[config.mk]
export PLATFORM = sky130hd
export DESIGN_NAME = i2c_target
export DESIGN_NICKNAME = d
export VERILOG_FILES = /design/src/rtl/i2c_pkg.sv /design/src/rtl/i2c_line_filter.sv /design/src/rtl/i2c_target.sv
export SDC_FILE = /design/constraint.sdc
export NUM_CORES = 1
export LEC_CHECK = 0
export BUFFER_PORTS_ARGS = -buffer_cell sky130_fd_sc_hd__buf_2
export CORE_MARGIN = 2
export CORE_UTILIZATION = 60
export CTS_BUF_LIST = sky130_fd_sc_hd__clkbuf_4 sky130_fd_sc_hd__clkbuf_8
export DETAILED_ROUTE_END_ITERATION = 10
export PLACE_DENSITY = 0.78
export RECOVER_POWER = 25
export SLEW_MARGIN = 20
export SYNTH_ARGS = -nofsm -noshare
export SYNTH_HDL_FRONTEND = slang
export SYNTH_SLANG_ARGS = --single-unit
[constraint.sdc]
create_clock -name clk -period 3.4 [get_ports clk]
set_input_delay 0.51 -clock clk [delete_from_list [all_inputs] [get_ports clk]]
set_output_delay 0.51 -clock clk [all_outputs]
set_load 0.01 [all_outputs]
[src/rtl/i2c_pkg.sv]
// Shared types and constants for the I2C target: FSM state encoding, default address, ACK levels.
package i2c_pkg;

  typedef enum logic [3:0] {
    ST_IDLE      = 4'd0,
    ST_ADDR      = 4'd1,
    ST_ADDR_ACK  = 4'd2,
    ST_PTR       = 4'd3,
    ST_PTR_ACK   = 4'd4,
    ST_WDATA     = 4'd5,
    ST_WDATA_ACK = 4'd6,
    ST_RDATA     = 4'd7,
    ST_RDATA_ACK = 4'd8,
    ST_WAIT_STOP = 4'd9
  } state_t;

  localparam logic [6:0] DEF_DEV_ADDR = 7'b1010_100;
  localparam logic       ACK          = 1'b0;
  localparam logic       NACK         = 1'b1;

endpackage

[src/rtl/i2c_line_filter.sv]
// Synchronises one open-drain bus line, accepts a new level only after FILT_LEN equal
// samples, and emits single-cycle rise/fall pulses aligned with the level change.
module i2c_line_filter #(
  parameter int unsigned FILT_LEN = 4
) (
  input  logic clk,
  input  logic rst,
  input  logic pin,
  output logic level,
  output logic rise,
  output logic fall
);

  localparam int unsigned CW = $clog2(FILT_LEN + 1);

  logic [1:0]    sync;
  logic [CW-1:0] cnt;

  // Bus idles high, so the filtered level starts at 1.
  always_ff @(posedge clk) begin
    if (rst) begin
      sync  <= 2'b11;
      cnt   <= '0;
      level <= 1'b1;
      rise  <= 1'b0;
      fall  <= 1'b0;
    end else begin
      sync <= {sync[0], pin};
      rise <= 1'b0;
      fall <= 1'b0;
      if (sync[1] == level) begin
        cnt <= '0;
      end else if (cnt == CW'(FILT_LEN - 1)) begin
        cnt   <= '0;
        level <= sync[1];
        rise  <= sync[1];
        fall  <= ~sync[1];
      end else begin
        cnt <= cnt + CW'(1);
      end
    end
  end

endmodule

[src/rtl/i2c_target.sv]
// I2C target exposing REG_NUM 8-bit registers (pointer byte + data bytes), with a
// host-side read/write port and a pulse for every register committed over I2C.
module i2c_target
  import i2c_pkg::*;
#(
  parameter logic [6:0]  DEV_ADDR = DEF_DEV_ADDR,
  parameter int unsigned REG_NUM  = 16,
  parameter int unsigned FILT_LEN = 4
) (
  input  logic                       clk,
  input  logic                       rst,
  input  logic                       scl_in,
  input  logic                       sda_in,
  output logic                       sda_oe,
  input  logic                       host_wr_en,
  input  logic [$clog2(REG_NUM)-1:0] host_addr,
  input  logic [7:0]                 host_wdata,
  output logic [7:0]                 host_rdata,
  output logic                       wr_evt,
  output logic [$clog2(REG_NUM)-1:0] wr_evt_addr,
  output logic [7:0]                 wr_evt_data,
  output logic                       busy
);

  localparam int unsigned AW = $clog2(REG_NUM);

  logic scl_lvl, scl_rise, scl_fall;
  logic sda_lvl, sda_rise, sda_fall;

  i2c_line_filter #(.FILT_LEN(FILT_LEN)) u_scl_filt (
    .clk   (clk),
    .rst   (rst),
    .pin   (scl_in),
    .level (scl_lvl),
    .rise  (scl_rise),
    .fall  (scl_fall)
  );

  i2c_line_filter #(.FILT_LEN(FILT_LEN)) u_sda_filt (
    .clk   (clk),
    .rst   (rst),
    .pin   (sda_in),
    .level (sda_lvl),
    .rise  (sda_rise),
    .fall  (sda_fall)
  );

  logic start_det, stop_det;
  assign start_det = sda_fall & scl_lvl;
  assign stop_det  = sda_rise & scl_lvl;

  state_t        state;
  logic [AW-1:0] ptr;
  logic [7:0]    regs [REG_NUM];
  logic [7:0]    sh;
  logic [3:0]    bit_cnt;
  logic          rw;
  logic [7:0]    rx_byte;

  assign rx_byte = {sh[6:0], sda_lvl};

  // In the ACK states sda_oe doubles as the phase flag: first scl_fall drives, second releases.
  always_ff @(posedge clk) begin
    if (rst) begin
      state       <= ST_IDLE;
      ptr         <= '0;
      sh          <= '0;
      bit_cnt     <= '0;
      rw          <= 1'b0;
      sda_oe      <= 1'b0;
      busy        <= 1'b0;
      wr_evt      <= 1'b0;
      wr_evt_addr <= '0;
      wr_evt_data <= '0;
      host_rdata  <= '0;
      for (int i = 0; i < int'(REG_NUM); i++) regs[i] <= '0;
    end else begin
      wr_evt     <= 1'b0;
      host_rdata <= regs[host_addr];
      if (host_wr_en) regs[host_addr] <= host_wdata;

      if (stop_det) begin
        state   <= ST_IDLE;
        sda_oe  <= 1'b0;
        busy    <= 1'b0;
        bit_cnt <= '0;
      end else if (start_det) begin
        state   <= ST_ADDR;
        sda_oe  <= 1'b0;
        bit_cnt <= '0;
      end else begin
        case (state)
          ST_ADDR: if (scl_rise) begin
            sh      <= rx_byte;
            bit_cnt <= bit_cnt + 4'd1;
            if (bit_cnt == 4'd7) begin
              if (rx_byte[7:1] == DEV_ADDR) begin
                state <= ST_ADDR_ACK;
                rw    <= rx_byte[0];
                busy  <= 1'b1;
              end else begin
                state <= ST_WAIT_STOP;
                busy  <= 1'b0;
              end
            end
          end

          ST_PTR: if (scl_rise) begin
            sh      <= rx_byte;
            bit_cnt <= bit_cnt + 4'd1;
            if (bit_cnt == 4'd7) begin
              if (32'(rx_byte) < REG_NUM) begin
                ptr   <= AW'(rx_byte);
                state <= ST_PTR_ACK;
              end else begin
                state <= ST_WAIT_STOP;
              end
            end
          end

          // I2C write is placed after the host write so it wins on an index collision.
          ST_WDATA: if (scl_rise) begin
            sh      <= rx_byte;
            bit_cnt <= bit_cnt + 4'd1;
            if (bit_cnt == 4'd7) begin
              regs[ptr]   <= rx_byte;
              wr_evt      <= 1'b1;
              wr_evt_addr <= ptr;
              wr_evt_data <= rx_byte;
              ptr         <= ptr + AW'(1);
              state       <= ST_WDATA_ACK;
            end
          end

          ST_ADDR_ACK: if (scl_fall) begin
            if (!sda_oe) begin
              sda_oe <= 1'b1;
            end else begin
              bit_cnt <= '0;
              if (rw) begin
                sh     <= {regs[ptr][6:0], 1'b0};
                sda_oe <= ~regs[ptr][7];
                ptr    <= ptr + AW'(1);
                state  <= ST_RDATA;
              end else begin
                sda_oe <= 1'b0;
                state  <= ST_PTR;
              end
            end
          end

          ST_PTR_ACK, ST_WDATA_ACK: if (scl_fall) begin
            if (!sda_oe) begin
              sda_oe <= 1'b1;
            end else begin
              sda_oe  <= 1'b0;
              bit_cnt <= '0;
              state   <= ST_WDATA;
            end
          end

          ST_RDATA: begin
            if (scl_rise) begin
              bit_cnt <= bit_cnt + 4'd1;
            end else if (scl_fall) begin
              if (bit_cnt == 4'd8) begin
                sda_oe <= 1'b0;
                state  <= ST_RDATA_ACK;
              end else begin
                sda_oe <= ~sh[7];
                sh     <= {sh[6:0], 1'b0};
              end
            end
          end

          ST_RDATA_ACK: begin
            if (scl_rise) begin
              if (sda_lvl == NACK) state <= ST_WAIT_STOP;
            end else if (scl_fall) begin
              sh      <= {regs[ptr][6:0], 1'b0};
              sda_oe  <= ~regs[ptr][7];
              ptr     <= ptr + AW'(1);
              bit_cnt <= '0;
              state   <= ST_RDATA;
            end
          end

          default: ;
        endcase
      end
    end
  end

endmodule

==> out/results.ini <==
[timing]
shortest_clock_period_the_worst_path_allows_after_layout_ns = 3.00
layout_setup_ws_ns = 0.404
grt_setup_unrepaired = no
worst_slew_pin_tran_ns = 1.53
finClkSkew_ns = 0.0182
report.final.setup_viol = 0
final_max_slew_viol_count = 22
timing.max_slew.rel_slack_pct = -2.21
max_freq_mhz = 334
fin_tns_setup_ns = 0
finalHoldViolations = 0
post-route-period-util_pct = 88.1

[power]
portion_of_total_power_attributed_to_combinational_logic_pct = 33.7
vdd.ir_drop.worst_v = 0.000268
power_frac_clock_pct = 22.9
power.static_leakage_nw = 3.79
netSwitchingPower_mw = 2.50
power_report.internal_total_mw = 4.16
power_frac_seq_pct = 43.4
p_sw_share_pct = 37.6
power.density_cell_area_nw_per_um2 = 554

[worst_setup_path]
critPathLaunchType = flip-flop
crit_fanout = 22
criticalPathCategory = reg2reg
path_depth = 5
crit_slowest_cell = dfxtp_1
cpLargestDelayFamily = flip-flops
r2r.worst_path.cells = 5
worst_stage_delay_on_the_critical_path_ns = 1.32
kind_of_capture_point_of_the_worst_setup_path = flip-flop
crit_buf_inv = 0
cell_occurring_most_often_along_the_worst_timing_path = mux2i_1
worstPathCellList = mux4_2 > mux2i_1 > mux2i_1 > a22oi_1 > a21oi_1
worst-endpoint-arrival_ns = 3.37
worstPathRequired_ns = 3.77

[job]
max-cap-violations = 1

[yosys]
yosysTopAreaCellShare_pct = 34.1
ys_seq_area_share_pct = 45.5
synth-edff-count = 128
synth.net_count = 1137
postSynth.asyncResetShare_pct = 0
postSynthRegisterBits = 192
yosys_most_used_dff = edfxtp_1
synthTopCellsByArea = edfxtp_1, mux4_2, dfxtp_1, nand2_1, o21ai_0
synth_xor_area_share_pct = 0.233
synth_compound_area_share_pct = 11.6
synth_cell_type_count = 68
synth.yosys.warnings = 0
synthesis.instances = 1110
synth.mux.area_fraction_pct = 16.7
synth_top_family_by_area = simple AND/OR/NAND/NOR gates
synth_simple_gate_area_share_pct = 20.1
synth.largest_area_cell = edfxtp_1
post_synth_instance_area_um2 = 11300
synth_adder_area_share_pct = 1.11
syn_area_per_cell_um2 = 10.1

[floorplan]
die_area_um2 = 19900
fp.coreArea_um2 = 18600
fp-row-count = 50
initial_core_util_pct = 60.6
io-pin-count = 40
chipWidth_um = 141
die_h_um = 141

[final_layout]
highest_count_cells_in_the_layout_ignoring_fill_and_taps = nand2_1, o21ai_0, edfxtp_1
finish.utilization_pct = 64.7
most_common_library_cell_in_the_layout_ignoring_fill_and_taps = nand2_1
antenna_cells_inserted = 0
final_cells = 1365
area_delta_synth_final_pct = 6.77
nFillCells = 1420
drive_gt1_share_pct = 16.8
fin_nets = 1145

[place]
dp_cells = 1333
numPortBuffers = 39
place_hpwl_um = 21800
gpl.final_weighted_congestion = 1.01
post-place-ws_ns = 0.559

[grt]
antenna_violations_before_repair = 0
via_count_of_the_first_global_routing_pass = 8229
pin_count_of_the_biggest_net_entering_global_routing = 35
gr-usage-all-layers_pct = 32.8
grt_first_pass_wirelength_um = 48000
global_route.overflow_total = 0

[cts]
cts.repair.resized = 0
clock-sinks = 192
cts_tree = yes
clockRootBuffer = clkbuf_8
cts_hold_buf = 0
cts_buffers = 17
cts.repair_timing.setup_buffer_count = 0
cts-htree-levels = 4
clk_latency_ns = 0.50
clk_transition_reported_paths_ns = 0.11
cts.path.max_buffers = 2

[status]
failed_checks = max-capacitance violations, max-slew violations
status = complete, but fails checks

[drt]
drt-wirelength-per-cell_um = 23.3
detail_route.vias_per_cell = 6.67
drc_errors = 0
via_count = 9098
drt_first_iter_violations = 1294
antenna_left = 0
detail_route.wirelength_um = 31800
drt_first_pass_iters = 6

[worst_hold_path]
min_delay_path_depth = 2
holdCritPathClass = in2reg

[sequential cells by signal (all words and copies together) (netlist names), 4 cells and up, named ones only]
register / flops
bit_cnt: 4
host_rdata: 8
ptr: 4
regs: 128
sh: 8
state: 4
wr_evt_addr: 4
wr_evt_data: 8
[per-layer routing]
metal | wire length [µm] | global-route usage [%] | vias to the layer above
met5 | 0 | 0 | -
met2 | 13900 | 47.2 | 676
met1 | 12200 | 46.9 | 4251
li1 | - | - | 4079
met3 | 4490 | 8.83 | 92
met4 | 1290 | 15.2 | 0
[worst paths after layout]
check                                         from                  to  slack, ns
worst max-delay path                     flip-flop               sh[4]       0.40
worst min register to register  u_scl_filt.sync[0]  u_scl_filt.sync[1]       0.42
worst max register to register           flip-flop               sh[4]       0.40
worst min-delay path                        sda_in  u_sda_filt.sync[0]       0.20
[area by class of cell]
class                           instances  area (µm²)  area share, %
Multi-Input combinational cell        803        5630           46.8
Sequential cell                       192        5120           42.6
Timing Repair Buffer                   90         537           4.47
Tap cell                              234         293           2.44
Clock buffer                           18         241           2.01
Clock inverter                         14         145           1.21
Inverter                               14        52.6          0.437
[cells in the mapped netlist (all sizes together), types with 4 or more instances]
master / n
a211oi: 6
a21oi: 33
a22oi: 14
a31oi: 5
and2: 10
and3b: 4
buf: 52
clkbuf: 49
dfxtp: 64
edfxtp: 128
ha: 10
inv: 13
mux2i: 28
mux4: 71
nand2: 304
nand2b: 10
nand3: 5
nand3b: 4
nor2: 33
nor3: 26
nor4: 12
nor4bb: 5
o21ai: 139
or2: 5
or3: 19
[stage by stage]
step / power [mW] / hold WS [ns] / cell area [µm²]
2_1_floorplan: 4.44 / 0.389 / 11300
3_5_place_dp: 5.10 / 0.407 / 11700
6_report: 6.66 / 0.204 / 12000
4_1_cts: 6.59 / 0.192 / 12100
5_1_grt: 6.88 / 0.191 / 12000
3_3_place_gp: 5.07 / 0.404 / 11700
[cell families (layout without fill, tap and decap cells)]
logic type / after synthesis / in the layout
adder cells (fa/ha/maj): 10 / 10
XOR/XNOR: 3 / 3
AND/OR/NAND/NOR: 463 / 463
flip-flops: 192 / 192
buffers and inverters: 115 / 136
multiplexers: 99 / 99
AO/OA/AOI/OAI: 228 / 228
[power by group through the flow]
stage | Combinational [mW] | Clock (mW) | Sequential [mW]
floorplan | 1.63 | 0 | 2.81
CTS | 2.18 | 1.53 | 2.89
global placement | 2.14 | 0 | 2.93
detailed placement | 2.17 | 0 | 2.94
global route | 2.36 | 1.61 | 2.91
finish | 2.25 | 1.53 | 2.89
No activity file was read; power rests on OpenSTA's default activity.
